===== src/rtl/bit_inverter_if.sv =====
// -----------------------------------------------------------------------------
// bit_inverter_if
//   Stream bundle for the bit_inverter block: an input word channel and an
//   output word channel.
//
//   Handshake rule (both channels): a word moves across a channel on a rising
//   clock edge where valid and ready are both high. The sender holds data
//   and valid stable until that edge. The receiver may raise or lower ready
//   at any time. Data is meaningless while valid is low.
//
//   Signals
//     a          producer -> block     input word
//     in_valid   producer -> block     a holds a valid word
//     in_ready   block    -> producer  block accepts a word this cycle
//     b          block    -> consumer  inverted word
//     out_valid  block    -> consumer  b holds a valid word
//     out_ready  consumer -> block     consumer accepts b this cycle
//
//   Modports
//     slave   the bit_inverter side
//     master  the environment side (producer and consumer)
// -----------------------------------------------------------------------------
interface bit_inverter_if #(
    parameter int WIDTH = 32
);
    logic [WIDTH-1:0] a;
    logic             in_valid;
    logic             in_ready;
    logic [WIDTH-1:0] b;
    logic             out_valid;
    logic             out_ready;

    modport slave (
        input  a,
        input  in_valid,
        output in_ready,
        output b,
        output out_valid,
        input  out_ready
    );

    modport master (
        output a,
        output in_valid,
        input  in_ready,
        input  b,
        input  out_valid,
        output out_ready
    );
endinterface


===== src/rtl/bit_inverter.sv =====
// -----------------------------------------------------------------------------
// bit_inverter
//   Streaming bitwise inverter. Every accepted input word x is delivered on b
//   as ~x. Words leave in the order they were accepted.
//
//   The block holds two entries:
//     - OUT, which drives b and out_valid
//     - SKID, which catches the one word that arrives in the same cycle the
//       consumer stalls
//   With these two entries, in_ready can come straight from a flop and the
//   block still moves one word per cycle.
//
//   Ports
//     clk   rising-edge clock
//     rst   asynchronous, active-high reset. The caller must release it
//           synchronously to clk.
//     bus   bit_inverter_if.slave. Carries a, in_valid, in_ready, b,
//           out_valid and out_ready.
// -----------------------------------------------------------------------------
module bit_inverter #(
    parameter int WIDTH = 32
) (
    input  logic                  clk,
    input  logic                  rst,
    bit_inverter_if.slave         bus
);

    // Registered state
    logic [WIDTH-1:0] out_data;
    logic             out_valid_q;
    logic [WIDTH-1:0] skid_data;
    logic             skid_full;
    logic             in_ready_q;

    // Next-state values
    logic [WIDTH-1:0] out_data_d;
    logic             out_valid_d;
    logic [WIDTH-1:0] skid_data_d;
    logic             skid_full_d;

    logic             in_xfer;
    logic             out_free;

    assign in_xfer  = bus.in_valid && in_ready_q;
    // OUT is free when it is empty or when its word is being taken this edge.
    assign out_free = !out_valid_q || bus.out_ready;

    always_comb begin
        out_data_d  = out_data;
        out_valid_d = out_valid_q;
        skid_data_d = skid_data;
        skid_full_d = skid_full;

        if (out_free) begin
            if (skid_full) begin
                // The older word in SKID goes out first to keep order.
                out_data_d  = skid_data;
                out_valid_d = 1'b1;
                if (in_xfer) begin
                    // Cannot happen while in_ready tracks !skid_full.
                    // Kept so SKID never drops a word.
                    skid_data_d = ~bus.a;
                    skid_full_d = 1'b1;
                end else begin
                    skid_full_d = 1'b0;
                end
            end else if (in_xfer) begin
                out_data_d  = ~bus.a;
                out_valid_d = 1'b1;
            end else begin
                // b keeps its last value. Only the valid flag drops.
                out_valid_d = 1'b0;
            end
        end else if (in_xfer) begin
            // OUT is stalled, so the arriving word parks in SKID.
            skid_data_d = ~bus.a;
            skid_full_d = 1'b1;
        end
    end

    always_ff @(posedge clk or posedge rst) begin
        if (rst) begin
            out_data    <= '0;
            out_valid_q <= 1'b0;
            skid_data   <= '0;
            skid_full   <= 1'b0;
            in_ready_q  <= 1'b0;
        end else begin
            out_data    <= out_data_d;
            out_valid_q <= out_valid_d;
            skid_data   <= skid_data_d;
            skid_full   <= skid_full_d;
            // in_ready comes from a flop. It is low only while SKID is
            // occupied, so any word accepted always has a slot.
            in_ready_q  <= !skid_full_d;
        end
    end

    assign bus.b         = out_data;
    assign bus.out_valid = out_valid_q;
    assign bus.in_ready  = in_ready_q;

endmodule


===== src/flat_wrapper.sv =====
// flat-port wrapper written by rule: the top's interface ports become plain ports
module bit_inverter_flat 
#(
    parameter int WIDTH = 32
)
  (clk, rst, bus_a, bus_in_valid, bus_in_ready, bus_b, bus_out_valid, bus_out_ready);
  bit_inverter_if #(.WIDTH(WIDTH)) bus_i ();
  input  logic clk;
  input  logic rst;
  input wire logic [$bits(bus_i.a)-1:0] bus_a;
  input wire logic [$bits(bus_i.in_valid)-1:0] bus_in_valid;
  output wire logic [$bits(bus_i.in_ready)-1:0] bus_in_ready;
  output wire logic [$bits(bus_i.b)-1:0] bus_b;
  output wire logic [$bits(bus_i.out_valid)-1:0] bus_out_valid;
  input wire logic [$bits(bus_i.out_ready)-1:0] bus_out_ready;
  assign bus_i.a = bus_a;
  assign bus_i.in_valid = bus_in_valid;
  assign bus_in_ready = bus_i.in_ready;
  assign bus_b = bus_i.b;
  assign bus_out_valid = bus_i.out_valid;
  assign bus_i.out_ready = bus_out_ready;
  bit_inverter #(.WIDTH(WIDTH)) u_core (.clk(clk), .rst(rst), .bus(bus_i));
endmodule

===== config.mk =====
export PLATFORM = sky130hd
export DESIGN_NAME = bit_inverter_flat
export DESIGN_NICKNAME = d
export VERILOG_FILES = /design/src/rtl/bit_inverter_if.sv /design/src/rtl/bit_inverter.sv /design/src/flat_wrapper.sv
export SDC_FILE = /design/constraint.sdc
export NUM_CORES = 1
export LEC_CHECK = 0
export CORE_MARGIN = 4
export CORE_UTILIZATION = 40
export DETAILED_ROUTE_END_ITERATION = 7
export PLACE_DENSITY = 0.7
export SLEW_MARGIN = 20
export SYNTH_ARGS = -nofsm -noshare
export SYNTH_HDL_FRONTEND = slang
export SYNTH_SLANG_ARGS = --single-unit

===== constraint.sdc =====
create_clock -name clk -period 5.8 [get_ports clk]
set_input_delay 1.74 -clock clk [delete_from_list [all_inputs] [get_ports clk]]
set_output_delay 1.74 -clock clk [all_outputs]
set_load 0.05 [all_outputs]

==> flow_summary.ini <==
[worst_setup_path]
critical_path_arrival_ps = 1620
worstPathCellList = clkdlybuf4s50_1
critPathSlowestCell = clkdlybuf4s50_1
startpoint = u_core.bus.in_ready
worstRegToRegCells = 4
critPathMaxStageDelay_ps = 850
worst-r2r-setup-slack_ps = 3470
cp.depth = 1
cp.required_ps = 4060
startpoint_type = register
crit_path_end_kind = output port
critPathMaxFanout = 3
crit_family = buffers and inverters
timing.rr.start = u_core.skid_full
path_buf_inv = 1
endpoint = bus_in_ready
rr_endpoint = u_core.bus.b[1]
critical_path_class = reg2out

[final_layout]
drive_above_1_share = 0.1672
multi_input_area_sq_um = 1090
post-route-util = 0.5370
layoutNonFillerInstCount = 422
layout.nets = 355
num_antenna_cells = 0
regArea_sq_um = 1678
nFillCells = 636
area_delta_synth_final_pct = 29.57
fin_area_sq_um = 3936

[cts]
cts_root_buffer = clkbuf_8
clk_latency_ps = 330
postCtsSetupBuffers = 0
htreeDepth = 3
postCtsHoldBufs = 0
clk_path_buf_depth = 2
cts_tree = done
clk_pin_slew_worst_paths_ps = 70
clkSinkCount = 67
cts-buffers-inserted = 9
post_cts_resized = 0

[place]
placed_cells = 406
place_congestion = 0.6878
dp_hpwl_mm = 3.793
dpl-instance-area_sq_um = 3721
place_ws_ps = 1899
port_buffers = 69

[pwr]
internal_power_mw = 1.510
power.switching_mw = 1.100
p_clk_frac = 0.146
swShare = 0.4214
vdd_drop_max_mv = 0.3295
powerDensity_nw_per_um2 = 663.0
pwr-share-comb = 0.507
pwr-share-seq = 0.347
p_leak_nw = 1.919
finalPower_mw = 2.610

[synthesis]
postSynthCellCount = 250
async_flop_share = 1.000
avgSynthCellArea_sq_um = 12.15
synth.lib_cells_used.distinct = 19
synth_flop_cell = dfrtp_1
synth_edf_count = 0
synth_area_sq_um = 3038
synth_fp_nets = 286
synth_seq_cells = 67
synth_warnings = 0
synth_seq_area_share = 0.5519

[drt]
vias_per_cell = 4.616
drt_iter0_drc = 101
wl_per_cell_um = 13.78
ant_nets = 0
dr.pass1.iters = 5
wl_mm = 5.814
remaining_drc_errors = 0
num_vias = 1948

[global_route]
grt_start_max_net_pins = 68
antenna_found_initial = 0
first_global_vias = 2051
overflow = 0
grt_pass1_wl_mm = 9.873
grt_usage = 0.1420

[timing]
max_freq_mhz = 297.2
setup_ws_ps = 2435
drv_slew = 0
setup_viol = 0
fin_setup_tns_ps = 0
period_share = 0.5802
fin_hold_ws_ps = 509.7
relSlewSlack = 0.2929
worstMarginPinSlew_ps = 1061
hold_viol = 0
min_period_ps = 3365
grt_setup_unrepaired = no
clock_skew_ps = 5.321

[floorplanning]
rows = 31
die_area_sq_um = 9054
coreArea_sq_um = 7331
die_h_um = 95.15
die_x_um = 95.15
num_io_pins = 70
initial_utilization = 0.4144

[hold_path]
hold_class = reg2reg

[outcome]
outcome = completed

[flow_run]
max_cap_violations = 0
## worst register-to-register path, delay by kind of cell, from the launching register on
family | cells | cell delay, ps
DFF | 1 | 1070
and+or+nand+nor | 1 | 400
muxes | 1 | 370
buffers and inverters | 1 | 260
AOI/OAI and AO/OA | 1 | 110
## power groups by stage
stage | sequential [mW] | clock (mW) | combinational, mW
2_1_floorplan | 1.26 | 0 | 0.653
3_3_place_gp | 0.907 | 0 | 1.30
3_5_place_dp | 0.914 | 0 | 1.33
4_1_cts | 0.910 | 0.398 | 1.33
5_1_grt | 0.947 | 0.418 | 1.42
6_report | 0.907 | 0.380 | 1.32
## routing by layer
| metal | global-route usage | share of wire |
|---|---|---|
| met5 | 0 | 0 |
| met4 | 0.05409 | 0.013 |
| met3 | 0.04578 | 0.053 |
| met2 | 0.2227 | 0.48 |
| met1 | 0.1830 | 0.45 |
## layout make-up
class / count / area share
flip-flops and latches: 67 / 0.4263
multi-input cells: 136 / 0.2769
repair buffers: 72 / 0.1844
clock buffers: 13 / 0.04037
inverters: 33 / 0.03179
well taps: 99 / 0.03147
clock inverters: 2 / 0.008900
## cell families (layout without fill, tap and decap cells)
group / after synthesis / count (layout) / share of synthesized area
and+or+nand+nor: 38 / 38 / 0.05478
buffers and inverters: 47 / 120 / 0.09225
muxes: 64 / 64 / 0.2413
DFF: 67 / 67 / 0.5519
AOI/OAI and AO/OA: 34 / 34 / 0.05972
## cell usage after synthesis, types with 2 or more instances
master / instances / area (sq um)
mux2_2: 18 / 202.7
buf_6: 6 / 67.56
inv_1: 33 / 123.9
mux2i_1: 32 / 320.3
buf_4: 4 / 30.03
o21ai_0: 31 / 155.2
mux2_4: 14 / 210.2
nand2_1: 34 / 127.6
buf_12: 2 / 40.04
dfrtp_1: 67 / 1677
## registers in the layout, indices dropped and copies added (netlist names)
name                  cells
u_core.bus.b             32
u_core.skid_data         32
u_core.bus.in_ready       1
u_core.bus.out_valid      1
u_core.skid_full          1
## cell usage in the layout (no fill, tap or decap)
master,n
a21oi_2,1
and2_1,1
buf_12,1
buf_4,2
bufinv_16,1
clkbuf_1,2
clkbuf_8,11
clkdlybuf4s50_1,69
clkinv_2,2
dfrtp_1,66
dfrtp_2,1
inv_1,32
mux2_2,18
mux2_4,14
mux2i_1,32
nand2_1,34
nor2_4,1
nor2b_4,1
o211ai_4,1
o21ai_0,31
o21ai_1,1
or2b_1,1
## worst min path at each step
stage                                   start                  end  cells after the start
after floorplan           u_core.skid_data[0]  u_core.skid_data[0]                      2
after global placement       u_core.bus.b[23]     u_core.bus.b[23]                      1
after detailed placement     u_core.bus.b[22]     u_core.bus.b[22]                      1
after CTS                    u_core.bus.b[29]     u_core.bus.b[29]                      1
after global routing         u_core.bus.b[29]     u_core.bus.b[29]                      1
final                        u_core.bus.b[22]     u_core.bus.b[22]                      1
Note: power is estimated with default switching activity, not from simulation.
